==> src/rtl/glyph_blitter.sv <==
// Glyph blitter: copies one CHAR_WIDTH x CHAR_HEIGHT glyph from a registered glyph ROM into the
// framebuffer at (pos_x, pos_y) with clipping. Optional macro TRANSPARENT_BG_EN skips bit-0 writes.
module glyph_blitter #(
   parameter int SCREEN_WIDTH  = 640,
   parameter int SCREEN_HEIGHT = 480,
   parameter int CHAR_WIDTH    = 20,
   parameter int CHAR_HEIGHT   = 30,
   parameter int ADDR_W        = 19,
   parameter int COLOR_W       = 3,
   parameter int CODE_W        = 8,
   parameter int X_W           = 10,
   parameter int Y_W           = 9
) (
   input  logic                               clock,
   input  logic                               reset,
   input  logic                               start,
   input  logic [CODE_W-1:0]                  char_code,
   input  logic [X_W-1:0]                     pos_x,
   input  logic [Y_W-1:0]                     pos_y,
   input  logic [COLOR_W-1:0]                 fg_color,
   input  logic [COLOR_W-1:0]                 bg_color,
   output logic                               ready,
   output logic                               done,
   output logic [CODE_W-1:0]                  rom_addr,
   input  logic [CHAR_WIDTH*CHAR_HEIGHT-1:0]  rom_q,
   output logic [ADDR_W-1:0]                  mem_waddr,
   output logic [COLOR_W-1:0]                 mem_wdata,
   output logic                               mem_wenable
);

   localparam int PIX    = CHAR_WIDTH * CHAR_HEIGHT;
   localparam int SLOT_W = $clog2(PIX + 2);
   localparam int COL_W  = $clog2(CHAR_WIDTH + 1);
   localparam int ROW_W  = $clog2(CHAR_HEIGHT + 1);

   localparam logic [SLOT_W-1:0] LAST_SLOT  = SLOT_W'(PIX - 1);
   localparam logic [SLOT_W-1:0] FINAL_TICK = SLOT_W'(PIX + 1);
   localparam logic [COL_W-1:0]  LAST_COL   = COL_W'(CHAR_WIDTH - 1);
   localparam logic [ADDR_W-1:0] SCREEN_W_A = ADDR_W'(SCREEN_WIDTH);
   localparam logic [ADDR_W-1:0] ROW_STEP   = ADDR_W'(SCREEN_WIDTH - (CHAR_WIDTH - 1));
   localparam logic [X_W:0]      X_LIMIT    = (X_W + 1)'(SCREEN_WIDTH);
   localparam logic [Y_W:0]      Y_LIMIT    = (Y_W + 1)'(SCREEN_HEIGHT);

   localparam logic [1:0] ST_IDLE  = 2'd0;
   localparam logic [1:0] ST_FETCH = 2'd1;
   localparam logic [1:0] ST_DRAW  = 2'd2;
   localparam logic [1:0] ST_DONE  = 2'd3;

`ifdef TRANSPARENT_BG_EN
   localparam logic TRANSPARENT_BG = 1'b1;
`else
   localparam logic TRANSPARENT_BG = 1'b0;
`endif

   logic [1:0]         state_r;
   logic [SLOT_W-1:0]  slot_r;
   logic [COL_W-1:0]   col_r;
   logic [ROW_W-1:0]   row_r;
   logic [ADDR_W-1:0]  addr_r;
   logic [X_W-1:0]     x_r;
   logic [Y_W-1:0]     y_r;
   logic [COLOR_W-1:0] fg_r;
   logic [COLOR_W-1:0] bg_r;

   logic               stg_valid_r;
   logic               stg_bit_r;
   logic               stg_clip_r;
   logic [ADDR_W-1:0]  stg_addr_r;

   logic [X_W:0]       col_abs_s;
   logic [Y_W:0]       row_abs_s;
   logic               clip_s;
   logic               in_glyph_s;
   logic               row_end_s;
   logic [SLOT_W-1:0]  bit_idx_s;
   logic               bit_s;

   // Per-slot decode: absolute coordinates (one extra bit so sums never wrap), clip and glyph bit.
   always_comb begin
      col_abs_s  = {1'b0, x_r} + (X_W + 1)'(col_r);
      row_abs_s  = {1'b0, y_r} + (Y_W + 1)'(row_r);
      clip_s     = (col_abs_s >= X_LIMIT) || (row_abs_s >= Y_LIMIT);
      in_glyph_s = (slot_r <= LAST_SLOT);
      row_end_s  = (col_r == LAST_COL);
      bit_idx_s  = LAST_SLOT - slot_r;
      if (in_glyph_s) begin
         bit_s = rom_q[bit_idx_s];
      end else begin
         bit_s = 1'b0;
      end
   end

   // Control FSM, request latch, slot walker and the one-deep slot stage.
   always_ff @(posedge clock) begin
      if (reset) begin
         state_r     <= ST_IDLE;
         ready       <= 1'b1;
         done        <= 1'b0;
         rom_addr    <= {CODE_W{1'b0}};
         slot_r      <= {SLOT_W{1'b0}};
         col_r       <= {COL_W{1'b0}};
         row_r       <= {ROW_W{1'b0}};
         addr_r      <= {ADDR_W{1'b0}};
         x_r         <= {X_W{1'b0}};
         y_r         <= {Y_W{1'b0}};
         fg_r        <= {COLOR_W{1'b0}};
         bg_r        <= {COLOR_W{1'b0}};
         stg_valid_r <= 1'b0;
         stg_bit_r   <= 1'b0;
         stg_clip_r  <= 1'b0;
         stg_addr_r  <= {ADDR_W{1'b0}};
      end else begin
         done <= 1'b0;
         case (state_r)
            ST_IDLE: begin
               stg_valid_r <= 1'b0;
               if (start) begin
                  rom_addr <= char_code;
                  x_r      <= pos_x;
                  y_r      <= pos_y;
                  fg_r     <= fg_color;
                  bg_r     <= bg_color;
                  // Only multiply in the design; DRAW walks the address incrementally.
                  addr_r   <= ADDR_W'(pos_y) * SCREEN_W_A + ADDR_W'(pos_x);
                  ready    <= 1'b0;
                  state_r  <= ST_FETCH;
               end else begin
                  ready <= 1'b1;
               end
            end
            ST_FETCH: begin
               stg_valid_r <= 1'b0;
               slot_r      <= {SLOT_W{1'b0}};
               col_r       <= {COL_W{1'b0}};
               row_r       <= {ROW_W{1'b0}};
               state_r     <= ST_DRAW;
            end
            ST_DRAW: begin
               slot_r      <= slot_r + SLOT_W'(1);
               stg_valid_r <= in_glyph_s;
               stg_bit_r   <= bit_s;
               stg_clip_r  <= clip_s;
               stg_addr_r  <= addr_r;
               if (in_glyph_s) begin
                  if (row_end_s) begin
                     col_r  <= {COL_W{1'b0}};
                     row_r  <= row_r + ROW_W'(1);
                     addr_r <= addr_r + ROW_STEP;
                  end else begin
                     col_r  <= col_r + COL_W'(1);
                     addr_r <= addr_r + ADDR_W'(1);
                  end
               end
               // Two trailing ticks drain the stage and output register before done.
               if (slot_r == FINAL_TICK) begin
                  done    <= 1'b1;
                  state_r <= ST_DONE;
               end
            end
            ST_DONE: begin
               stg_valid_r <= 1'b0;
               ready       <= 1'b1;
               state_r     <= ST_IDLE;
            end
            default: begin
               stg_valid_r <= 1'b0;
               ready       <= 1'b1;
               state_r     <= ST_IDLE;
            end
         endcase
      end
   end

   // Framebuffer write port register.
   always_ff @(posedge clock) begin
      if (reset) begin
         mem_wenable <= 1'b0;
         mem_waddr   <= {ADDR_W{1'b0}};
         mem_wdata   <= {COLOR_W{1'b0}};
      end else begin
         mem_wenable <= stg_valid_r & ~stg_clip_r & (stg_bit_r | ~TRANSPARENT_BG);
         mem_waddr   <= stg_addr_r;
         mem_wdata   <= stg_bit_r ? fg_r : bg_r;
      end
   end

endmodule

==> config.mk <==
export PLATFORM = sky130hd
export DESIGN_NAME = glyph_blitter
export DESIGN_NICKNAME = d
export VERILOG_FILES = /design/src/rtl/glyph_blitter.sv
export SDC_FILE = /design/constraint.sdc
export NUM_CORES = 1
export LEC_CHECK = 0
export ABC_AREA = 0
export CAP_MARGIN = 20
export CORE_AREA = 10 10 251 253
export CTS_CLUSTER_SIZE = 40
export DETAILED_ROUTE_END_ITERATION = 8
export DIE_AREA = 0 0 261 263
export PLACE_DENSITY = 0.5
export SYNTH_ARGS = -nofsm -noshare
export SYNTH_HDL_FRONTEND = slang
export SYNTH_SLANG_ARGS = --single-unit
==> constraint.sdc <==
create_clock -name clock -period 9 [get_ports clock]
set_clock_uncertainty 0.1 [all_clocks]
set_input_delay 1.35 -clock clock [delete_from_list [all_inputs] [get_ports clock]]
set_output_delay 1.35 -clock clock [all_outputs]
set_load 0.05 [all_outputs]
==> run metrics <==
fin. max-slew vios 0; worst vdd ir 153 uV; post-synth cell types 68; drt pass-1 iters 5; Max Fanout on Critical Path 4; area grow syn2layout 72.0%; die extent in x 261 um; worst reg2reg path endpoint addr_r[16]; antenna viol nets, final 0; Hold Fails Final Rpt 0; crit-path max cell delay 0.48 ns; flops & latches, synth 121; Final Total Pwr 2.70 mW; Final period util 0.462; MaxCap Viol Count 0; WP data required 9.16 ns; worst slack, placed 4.40 ns; sequential power share 0.267; ys flop type dfxtp_1; critical path class input pin to flop; # IOs 669; cells after synthesis 1115; CTS Buf Count 17; Reg clk slew, reported paths 0.06 ns; Port-buffer cells 668; Final WS setup 4.84 ns; vias in the first global route 12700; Mapped Nets 1799; DRC viols 0; vias post-DR 12000; Site Rows 89; via/cell ratio 4.76; initial DRC count 697; Hold-fix buffers, CTS 0; slowest CP cell clkdlybuf4s50_1; worst hold path class flop to flop; first-pass GRT wire length 95500 um; commonest non-fill, non-tap cells in the layout 667 x clkdlybuf4s50_1, 137 x nand2_1, 133 x mux4_2; largest net degree at the start of global routing 92; post-route cell area 19100 sq um; Clock Power Share 0.271; setup TNS 0 ns; Crit. Startpoint pos_y[1]; DP HPWL 59100 um; hold_sp stg_clip_r; Reg-to-Reg Start slot_r[0]; total track usage 0.193; WL/cell 27.3 um; Max Root-Sink Buffers 2; Die Area 68600 sq um; post-layout util 0.327; worst skew pair latency 0.43 ns; layout cell share with drive strength beyond 1 0.117; peak clock frequency supported by timing 0.240 GHz; P_sw 972 uW; Core Box Area 58200 sq um; worst slew pin tran 1.00 ns; CTS tree built; Leak Pwr 6.55 nW; Power per Cell Area 141 nW/um^2; PostCTS Resize Cnt 0; Sink Count 121; gr ovfl total 0; Detailed Route WL 68900 um; Logic pwr share 0.462; Hold WS 0.324 ns; Synth async-reset ratio 0; CP endpoint kind flop; crit path DAT 4.32 ns; fin nets 2413; Non-Filler Instances 2521; min Tclk post-route 4.16 ns; H-tree level count 4; initial antenna violation count 22; sequential share of the synthesized area 0.219; Chip Height 263 um; CP Capture Point addr_r[16]; most common cell after layout, fill and taps aside clkdlybuf4s50_1; WHS Path Cells 1; status finished, final reports clean; Cell Int Power 1.72 mW; Synth Warn # 0; Placer Congestion 0.898; DP Area 18400 sq um; Syn Std Cell Area 11100 sq um; Worst R2R Path Depth 9; syn_area_per_cell 9.93 sq um; Starting Density 0.190; Placed Instances 2483; Sw Ratio 0.360; EDFF count, synth 0; Post CTS Setup Buffer Count 0; Clk Tree Root Cell clkbuf_16; Worst Setup Start Kind input pin; final setup violating endpoints 0; RSZ-0062 raised after global routing no; CP cell instances clkdlybuf4s50_1, ha_1, ha_1, fa_1, a21o_1, a21oi_1, xnor2_1, nor3_1, nand2_1, or2_2, a221oi_1, a21oi_1; R2R setup slack 4.95 ns; slew margin rel. 0.331
## logic make-up after synthesis
family                   Yosys count  share of synthesized area
buffers and inverters            118                     0.0533
AND/OR/NAND/NOR                  333                      0.138
multiplexers                     222                      0.365
adder cells (fa/ha/maj)           48                     0.0569
AO/OA/AOI/OAI                    237                      0.140
flip-flops                       121                      0.219
XOR/XNOR                          36                     0.0285
## power groups by stage
stage / clock (mW) / sequential (mW) / combinational [mW]
floorplan: 0 / 0.747 / 0.693
global placement: 0 / 0.725 / 1.24
detailed placement: 0 / 0.730 / 1.25
CTS: 0.745 / 0.718 / 1.26
global route: 0.768 / 0.732 / 1.36
finish: 0.732 / 0.720 / 1.24
## how the worst min path moves through the flow
| stage | to | slack [ns] |
|---|---|---|
| global route | mem_wenable | 0.34 |
| global placement | mem_wenable | 0.32 |
| finish | mem_wenable | 0.32 |
| floorplan | mem_wenable | 0.30 |
| CTS | mem_wenable | 0.32 |
| detailed placement | mem_wenable | 0.31 |
## metal layers
layer	global-route usage	up-vias	part of all wire
met5	0	-	0.00090
met4	0.0216	10	0.0074
met3	0.0487	45	0.076
met2	0.365	461	0.54
met1	0.217	5945	0.37
li1	-	5532	-
## flip-flops by register name, summed over array words and instances, names as in the netlist
signal,flops
ready,1
bg_r,3
stg_bit_r,1
stg_clip_r,1
state_r,2
slot_r,10
x_r,10
rom_addr,8
mem_wdata,3
stg_valid_r,1
addr_r,19
y_r,9
mem_waddr,19
row_r,5
fg_r,3
mem_wenable,1
stg_addr_r,19
col_r,5
done,1
## final cells by class
class / count / area, sq um
Clock buffer: 21 / 450
Inverter: 28 / 105
Multi-Input combinational cell: 876 / 8090
Tap cell: 773 / 967
Sequential cell: 121 / 2430
Clock inverter: 11 / 169
Antenna cell: 6 / 15.0
Fill cell: 5984 / 39200
Timing Repair Buffer: 685 / 6830
## synth_stat cells, drive strengths merged, types with 4 or more instances
cell     number  area [sq um]
a2111oi       5          43.8
a21oi        89           445
mux4        142          3230
a22oi         9          67.6
o21ai        27           135
a21o         13          97.6
ha           44           551
nand3        16          80.1
xnor2        18           158
nand2       137           514
mux2i        72           721
a221oi       10          93.8
dfxtp       121          2420
o21bai        7          52.6
fa            4          80.1
a311oi        4          35.0
nor3         18          90.1
nand2b        5          31.3
clkbuf       38           143
buf          52           343
a211oi       14           105
nor3b         4          30.0
o21a          4          30.0
nor2         79           297
nor4          4          25.0
mux2          8          90.1
o211ai        5          37.5
nand3b        6          45.0
xor2         18           158
nor2b        31           194
a31oi        12          75.1
and2          9          56.3
nand4        12          75.1
o22ai         9          56.3
inv          25          93.8
o221ai        6          52.6
## worst max-delay path: cells and delay by family
family | cells | cell delay [ns]
xor+xnor | 1 | 0.11
compound gates | 4 | 0.75
fa+ha+maj | 3 | 0.94
buf+inv | 1 | 0.48
simple gates | 3 | 0.69
(Power assumes the default switching activity.)
